<file path="config.mk">
export PLATFORM = sky130hd
export DESIGN_NAME = mat_slot_store
export DESIGN_NICKNAME = d
export VERILOG_FILES = /design/src/rtl/mat_slot_store.sv
export SDC_FILE = /design/constraint.sdc
export NUM_CORES = 1
export LEC_CHECK = 0
export ABC_AREA = 0
export CORE_ASPECT_RATIO = 1.75
export CORE_MARGIN = 4
export CORE_UTILIZATION = 30
export CTS_CLUSTER_SIZE = 28
export DETAILED_ROUTE_END_ITERATION = 16
export GPL_ROUTABILITY_DRIVEN = 0
export HOLD_SLACK_MARGIN = 0.08
export SYNTH_ARGS = -nofsm -noshare
export SYNTH_HDL_FRONTEND = slang
export SYNTH_SLANG_ARGS = --single-unit
</file>
<file path="constraint.sdc">
create_clock -name clk -period 4.45 [get_ports clk]
set_input_delay 0.89 -clock clk [delete_from_list [all_inputs] [get_ports clk]]
set_output_delay 0.89 -clock clk [all_outputs]
set_load 0.02 [all_outputs]
</file>
<file path="src/rtl/mat_slot_store.sv">
// -----------------------------------------------------------------------------
// mat_slot_store
//
// Two-slot matrix store. A row-major element stream is written into one of two
// slots; each slot remembers its dimensions and a valid bit. A read responder
// answers element requests with a fixed one-cycle latency.
//
// Optional feature macro: MAT_STORE_RD_CHECK_EN
//   defined   : reads of an invalid slot or outside the stored m x n bounds
//               return rd_elem = 0 with rd_err = 1.
//   undefined : reads return the raw memory word; rd_err is tied low.
//
// Ports
//   clk, rst                 clock (rising edge), synchronous active-high reset
//   wr_start/wr_slot/wr_m/wr_n  fill request (taken only when wr_ready)
//   wr_ready                 write FSM idle
//   wr_busy                  fill in progress (FILL, DONE or ERROR)
//   wr_done / wr_error       one-cycle completion / rejection pulses
//   in_valid/in_elem/in_last element stream; in_ready high while filling
//   slot_valid               per-slot valid bits
//   slot0_m/n, slot1_m/n     stored dimensions
//   rd_en/rd_slot_idx/rd_row_idx/rd_col_idx  read request
//   rd_elem/rd_elem_valid/rd_err             read response, one cycle later
// -----------------------------------------------------------------------------
module mat_slot_store #(
    parameter int DIM_WIDTH  = 3,
    parameter int DATA_WIDTH = 8
) (
    input  logic                  clk,
    input  logic                  rst,
    // fill control
    input  logic                  wr_start,
    input  logic                  wr_slot,
    input  logic [DIM_WIDTH-1:0]  wr_m,
    input  logic [DIM_WIDTH-1:0]  wr_n,
    output logic                  wr_ready,
    output logic                  wr_busy,
    output logic                  wr_done,
    output logic                  wr_error,
    // element stream
    input  logic                  in_valid,
    input  logic [DATA_WIDTH-1:0] in_elem,
    input  logic                  in_last,
    output logic                  in_ready,
    // slot status
    output logic [1:0]            slot_valid,
    output logic [DIM_WIDTH-1:0]  slot0_m,
    output logic [DIM_WIDTH-1:0]  slot0_n,
    output logic [DIM_WIDTH-1:0]  slot1_m,
    output logic [DIM_WIDTH-1:0]  slot1_n,
    // read port
    input  logic                  rd_en,
    input  logic                  rd_slot_idx,
    input  logic [DIM_WIDTH-1:0]  rd_row_idx,
    input  logic [DIM_WIDTH-1:0]  rd_col_idx,
    output logic [DATA_WIDTH-1:0] rd_elem,
    output logic                  rd_elem_valid,
    output logic                  rd_err
);

    // Address is {slot, row, col}: the row stride is fixed at 2^DIM_WIDTH
    // regardless of the stored n, so no multiplier is needed.
    localparam int ADDR_W = 2 * DIM_WIDTH + 1;
    localparam int DEPTH  = 1 << ADDR_W;

    localparam logic [DIM_WIDTH-1:0] DIM_ZERO = '0;
    localparam logic [DIM_WIDTH-1:0] DIM_ONE  = {{(DIM_WIDTH-1){1'b0}}, 1'b1};

    localparam logic [1:0] W_IDLE  = 2'd0;
    localparam logic [1:0] W_FILL  = 2'd1;
    localparam logic [1:0] W_DONE  = 2'd2;
    localparam logic [1:0] W_ERROR = 2'd3;

    // ------------------------------------------------------------------
    // Write FSM state
    // ------------------------------------------------------------------
    logic [1:0]           state_q, state_d;
    logic                 slot_q, slot_d;
    logic [DIM_WIDTH-1:0] m_q, m_d;
    logic [DIM_WIDTH-1:0] n_q, n_d;
    logic [DIM_WIDTH-1:0] row_q, row_d;
    logic [DIM_WIDTH-1:0] col_q, col_d;
    logic [1:0]           valid_q, valid_d;

    logic                 mem_we;
    logic                 commit;
    logic                 last_pos;
    logic                 col_wrap;
    logic [DIM_WIDTH-1:0] m_last;
    logic [DIM_WIDTH-1:0] n_last;

    assign m_last   = m_q - DIM_ONE;
    assign n_last   = n_q - DIM_ONE;
    assign col_wrap = (col_q == n_last);
    assign last_pos = (row_q == m_last) && col_wrap;

    always_comb begin
        state_d = state_q;
        slot_d  = slot_q;
        m_d     = m_q;
        n_d     = n_q;
        row_d   = row_q;
        col_d   = col_q;
        valid_d = valid_q;
        mem_we  = 1'b0;
        commit  = 1'b0;

        case (state_q)
            W_IDLE: begin
                if (wr_start) begin
                    slot_d          = wr_slot;
                    m_d             = wr_m;
                    n_d             = wr_n;
                    row_d           = DIM_ZERO;
                    col_d           = DIM_ZERO;
                    valid_d[wr_slot] = 1'b0;
                    if ((wr_m == DIM_ZERO) || (wr_n == DIM_ZERO)) begin
                        state_d = W_ERROR;
                    end else begin
                        state_d = W_FILL;
                    end
                end
            end

            W_FILL: begin
                if (in_valid) begin
                    // Every accepted element lands in memory, including the
                    // one that turns out to end the fill in error.
                    mem_we = 1'b1;
                    if (last_pos) begin
                        if (in_last) begin
                            // Commit dims/valid on entry to W_DONE so that
                            // slot_valid rises in the same cycle as wr_done.
                            state_d         = W_DONE;
                            commit          = 1'b1;
                            valid_d[slot_q] = 1'b1;
                        end else begin
                            state_d = W_ERROR;
                        end
                    end else if (in_last) begin
                        // Stream ended before m*n elements arrived.
                        state_d = W_ERROR;
                    end else if (col_wrap) begin
                        col_d = DIM_ZERO;
                        row_d = row_q + DIM_ONE;
                    end else begin
                        col_d = col_q + DIM_ONE;
                    end
                end
            end

            W_DONE:  state_d = W_IDLE;
            W_ERROR: state_d = W_IDLE;
            default: state_d = W_IDLE;
        endcase
    end

    always_ff @(posedge clk) begin
        if (rst) begin
            state_q <= W_IDLE;
            slot_q  <= 1'b0;
            m_q     <= '0;
            n_q     <= '0;
            row_q   <= '0;
            col_q   <= '0;
            valid_q <= 2'b00;
        end else begin
            state_q <= state_d;
            slot_q  <= slot_d;
            m_q     <= m_d;
            n_q     <= n_d;
            row_q   <= row_d;
            col_q   <= col_d;
            valid_q <= valid_d;
        end
    end

    assign wr_ready   = (state_q == W_IDLE);
    assign wr_busy    = (state_q != W_IDLE);
    assign wr_done    = (state_q == W_DONE);
    assign wr_error   = (state_q == W_ERROR);
    assign in_ready   = (state_q == W_FILL);
    assign slot_valid = valid_q;

    // ------------------------------------------------------------------
    // Per-slot stored dimensions, updated only on a successful commit
    // ------------------------------------------------------------------
    genvar gi;
    generate
        for (gi = 0; gi < 2; gi++) begin : g_slot
            logic [DIM_WIDTH-1:0] dim_m_q;
            logic [DIM_WIDTH-1:0] dim_n_q;

            always_ff @(posedge clk) begin
                if (rst) begin
                    dim_m_q <= '0;
                    dim_n_q <= '0;
                end else if (commit && (slot_q == 1'(gi))) begin
                    dim_m_q <= m_q;
                    dim_n_q <= n_q;
                end
            end
        end
    endgenerate

    assign slot0_m = g_slot[0].dim_m_q;
    assign slot0_n = g_slot[0].dim_n_q;
    assign slot1_m = g_slot[1].dim_m_q;
    assign slot1_n = g_slot[1].dim_n_q;

    // ------------------------------------------------------------------
    // Element memory: one write port (fill), one registered read port.
    // A same-address read and write in one cycle returns the old word.
    // ------------------------------------------------------------------
    logic [DATA_WIDTH-1:0] mem [DEPTH];
    logic [ADDR_W-1:0]     wr_addr;
    logic [ADDR_W-1:0]     rd_addr;
    logic [DATA_WIDTH-1:0] ram_q;
    logic                  rd_valid_q;

    assign wr_addr = {slot_q, row_q, col_q};
    assign rd_addr = {rd_slot_idx, rd_row_idx, rd_col_idx};

    always_ff @(posedge clk) begin
        if (mem_we) begin
            mem[wr_addr] <= in_elem;
        end
    end

    // Output register only loads on a request, so rd_elem holds between
    // responses.
    always_ff @(posedge clk) begin
        if (rst) begin
            ram_q      <= '0;
            rd_valid_q <= 1'b0;
        end else begin
            rd_valid_q <= rd_en;
            if (rd_en) begin
                ram_q <= mem[rd_addr];
            end
        end
    end

    assign rd_elem_valid = rd_valid_q;

`ifdef MAT_STORE_RD_CHECK_EN
    logic                 rd_invalid;
    logic                 rd_inv_q;
    logic [DIM_WIDTH-1:0] rd_dim_m;
    logic [DIM_WIDTH-1:0] rd_dim_n;

    assign rd_dim_m   = rd_slot_idx ? g_slot[1].dim_m_q : g_slot[0].dim_m_q;
    assign rd_dim_n   = rd_slot_idx ? g_slot[1].dim_n_q : g_slot[0].dim_n_q;
    assign rd_invalid = !valid_q[rd_slot_idx]
                     || (rd_row_idx >= rd_dim_m)
                     || (rd_col_idx >= rd_dim_n);

    always_ff @(posedge clk) begin
        if (rst) begin
            rd_inv_q <= 1'b0;
        end else if (rd_en) begin
            rd_inv_q <= rd_invalid;
        end
    end

    // Invalid reads are masked after the RAM so the read stays a plain
    // block-RAM access.
    assign rd_elem = rd_inv_q ? '0 : ram_q;
    assign rd_err  = rd_valid_q & rd_inv_q;
`else
    assign rd_elem = ram_q;
    assign rd_err  = 1'b0;
`endif

endmodule

</file>
==> results.md <==
* Die area at 0.145 mm²
* Worst Setup Slack post-DPL at just over 0.6 ns
* Post-CTS Repair Setup Buffers at 0
* Sum of overflow across all layers after global routing at 0
* Drt drc at 0
* Pin count of the biggest net entering global routing at ~110
* # port buffers at 55
* CTS tree: built
* Count of non-filler cells in the finished layout at slightly above 4000
* Routed vias at 20400
* Number of clock sinks seen by CTS at around 1100
* Startpoint types: input pin
* Floorplan die width at 289 µm
* Sequence of cells on the critical path: clkdlybuf4s50_1, nor2b_1, nand3_1, o22ai_1, nor4_1, o31a_1, nor4_1
* Synth unique cells at 55
* Library cell with the largest summed area after synthesis: sky130_fd_sc_hd__edfxtp_1
* First-pass iteration count of the detailed router at 5
* Cell with the most instances after synthesis: sky130_fd_sc_hd__edfxtp_1
* Setup repair after global routing missed its margin: no
* Overall power consumption at between 20 and 25 mW
* Site Rows at 180
* Critical-path cell with the highest stage delay: sky130_fd_sc_hd__clkdlybuf4s50_1
* Clock transition time at the flip-flop clock pins of the worst setup and hold paths at 0.06 ns
* Final period demand of the worst path at 3.14 ns
* Post-Synthesis Cells at 2022
* Run status: finished, final reports clean
* Total GRT Usage at 0.145
* Maximum fanout along the worst path at 11
* Power Dens Cells at between 400 and 500 mW/mm²
* Inst Count DP at between 3000 and 4000
* Max stage delay on crit path at roughly 1.0 ns
* Setup-failing EPs final at 0
* Synth top area cells: sky130_fd_sc_hd__edfxtp_1 (74%), sky130_fd_sc_hd__mux4_2 (12%), sky130_fd_sc_hd__dfxtp_1 (1.8%), sky130_fd_sc_hd__mux2i_1 (1.6%), sky130_fd_sc_hd__nor2_1 (1.4%)
* Worst clock skew on the final layout at roughly 0.04 ns
* Worst Path Class, Setup: input pin to flip-flop
* Proportion of register bits with asynchronous set or reset after synthesis at 0
* Mapped Avg Cell Area at between 20 and 25 µm²
* Data arrival time at the worst-slack endpoint at around 3.7 ns
* Count of buffer and inverter cells on the critical path at 1
* Root cell of the clock tree: sky130_fd_sc_hd__clkbuf_16
* FF+latch count, synth at approximately 1100
* Via count of the first global-routing pass at 22000
* Routed wire length at between 100000 and 150000 µm
* Number of gates given a new drive strength after cts at 0
* Hold Crit Start: slot_valid[1]
* Leakage power summed over all cells at roughly 15 nW
* Height of the die at approximately 500 µm
* Global-route wire length before repair at about 150000 µm
* Area added between synthesis and finish at 15.3%
* Top cell by count, worst path: sky130_fd_sc_hd__nor4_1
* Post-detail-place hpwl at 70500 µm
* Share of the clock period used by the worst path at 0.706
* Number of antenna violations at the first check in global routing at 3
* Slew @ Worst Pin at about 1.3 ns
* Num CTS Buffers at between 90 and 100
* Remaining number of nets flagged by the antenna check after routing at 0
* Io pins at 57
* Main synth FF type: sky130_fd_sc_hd__edfxtp_1
* Proportion of synthesized chip area in sequential cells at 0.759
* Effective utilization at floorplan at 0.302
* Dominant delay contributor by cell family on the critical path: simple AND/OR/NAND/NOR gates
* Routed length per instance at 25.4 µm
* Headroom to the max-slew limit at 0.151
* Final setup TNS at 0 ns
* Buffers from clock root to sink, at most at 3
* Core footprint at approximately 0.14 mm²
* Worst ir drop on vdd at approximately 0.32 mV
* Final worst slack at 1.31 ns
* Area share of the largest cell type after synthesis at 0.741
* Deepest level of the CTS H-tree at 3
* Max Clk Rate at around 320 MHz
* Launch point of the critical path: rd_row_idx[2]
* Max-cap violations at 0
* First-iteration detailed-routing DRC count at between 1500 and 2000
* Via-to-Cell Ratio at between 4 and 5
* Hold-fix buffers, CTS at 0
* Pins Over Slew Limit at 0
* CP Capture Type: flip-flop
* Synth top cells by count: sky130_fd_sc_hd__edfxtp_1 (1024), sky130_fd_sc_hd__mux4_2 (227), sky130_fd_sc_hd__nor2_1 (160), sky130_fd_sc_hd__nand2_1 (85), sky130_fd_sc_hd__mux2i_1 (67)
* Clock latency on the worst-skew pair at approximately 0.70 ns
* Mapped Area at between 0.04 and 0.05 mm²
* Final Hold Vio Count at 0
* Synthesized Nets at 2057
* Required time of the critical path at roughly 5.0 ns
* Startpoint of the most critical register-to-register path: slot_q
* Yosys Warn Count at 0
* Final net count at 2250
* Worst hold-check path type: flip-flop to flip-flop
* Fraction of layout cells with a size suffix above 1 at 0.243
* Number of enable flip-flop cells after synthesis at around 1000
-- final timing paths --
| kind | slack (ns) | depth (start not counted) | to |
|---|---|---|---|
| max | 1.31 | 7 | rd_elem[6] |
| min | 0.46 | 2 | slot_valid[1] |
| max reg2reg | 1.50 | 4 | mem[66][2] |
| min reg2reg | 0.46 | 2 | slot_valid[1] |
-- worst reg2reg max path: stages, from the launching register on --
cell and delay [ns]:
sky130_fd_sc_hd__dfxtp_1 0.65, sky130_fd_sc_hd__inv_1 0.13, sky130_fd_sc_hd__nor2_1 0.46, sky130_fd_sc_hd__nand2_1 0.40
sky130_fd_sc_hd__nor2_1 0.92
-- stage by stage --
step / utilization / cell area [µm²] / hold WS, ns
finish: 0.348 / 47900 / 0.464
global route: 0.348 / 47900 / 0.508
CTS: 0.348 / 47900 / 0.468
detailed placement: 0.326 / 44800 / 0.458
global placement: 0.326 / 44800 / 0.450
floorplan: - / 41500 / 0.461
-- placed cells by master (no fill, tap or decap), types with 17 or more instances in the layout --
cell type and n:
sky130_fd_sc_hd__clkbuf_16 93, sky130_fd_sc_hd__a22oi_1 43, sky130_fd_sc_hd__clkdlybuf4s50_1 43, sky130_fd_sc_hd__nor4_1 18
sky130_fd_sc_hd__nand3_1 17, sky130_fd_sc_hd__mux4_2 227, sky130_fd_sc_hd__o22ai_1 20, sky130_fd_sc_hd__nand2_1 85
sky130_fd_sc_hd__inv_1 23, sky130_fd_sc_hd__mux4_1 20, sky130_fd_sc_hd__edfxtp_1 1024, sky130_fd_sc_hd__mux2i_1 67
sky130_fd_sc_hd__a21oi_1 38, sky130_fd_sc_hd__buf_4 153, sky130_fd_sc_hd__clkinv_2 17, sky130_fd_sc_hd__nor2_1 159
sky130_fd_sc_hd__dfxtp_1 38
-- where the power goes --
part | internal [mW] | switching (mW) | total (mW)
Clock | 4.36 | 3.66 | 8.02
Combinational | 0.399 | 0.674 | 1.07
Sequential | 11.0 | 0.0292 | 11.0
-- cell families (layout without fill, tap and decap cells) --
group / Yosys count / in the layout / share of synthesized area
adder cells (fa/ha/maj): 7 / 7 / 0.00211
multiplexers: 328 / 328 / 0.156
flip-flops: 1062 / 1062 / 0.759
other: 1 / 3 / 0.0000904
XOR/XNOR: 10 / 10 / 0.00283
AND/OR/NAND/NOR: 322 / 322 / 0.0336
AO/OA/AOI/OAI: 160 / 160 / 0.0273
buffers and inverters: 132 / 401 / 0.0191
-- layout make-up --
class / count / area (µm²)
flip-flops and latches: 1062 / 31500
well taps: 1820 / 2280
clock buffers: 108 / 2380
diodes: 2 / 5.00
repair buffers: 207 / 1760
multi-input cells: 828 / 9210
inverters: 24 / 90.1
fillers: 12800 / 89500
clock inverters: 62 / 621
-- per-layer routing --
metal  global-route usage  part of all wire  up-vias
li1                     -                 -     8688
met1                0.156              0.35    10900
met2                0.276              0.56      618
met3               0.0168             0.040      188
met4               0.0739             0.051        2
met5                    0           0.00012        -
-- flip-flops by register name (all words and copies together) (netlist names) --
name and count:
slot0_m 3, slot0_n 3, row_q 3, state_q 2, col_q 3, slot_q 1
rd_elem_valid 1, slot_valid 2, rd_elem 8, mem 1024, m_q 3, slot1_m 3
n_q 3, slot1_n 3
No activity file was read; power rests on OpenSTA's default activity.
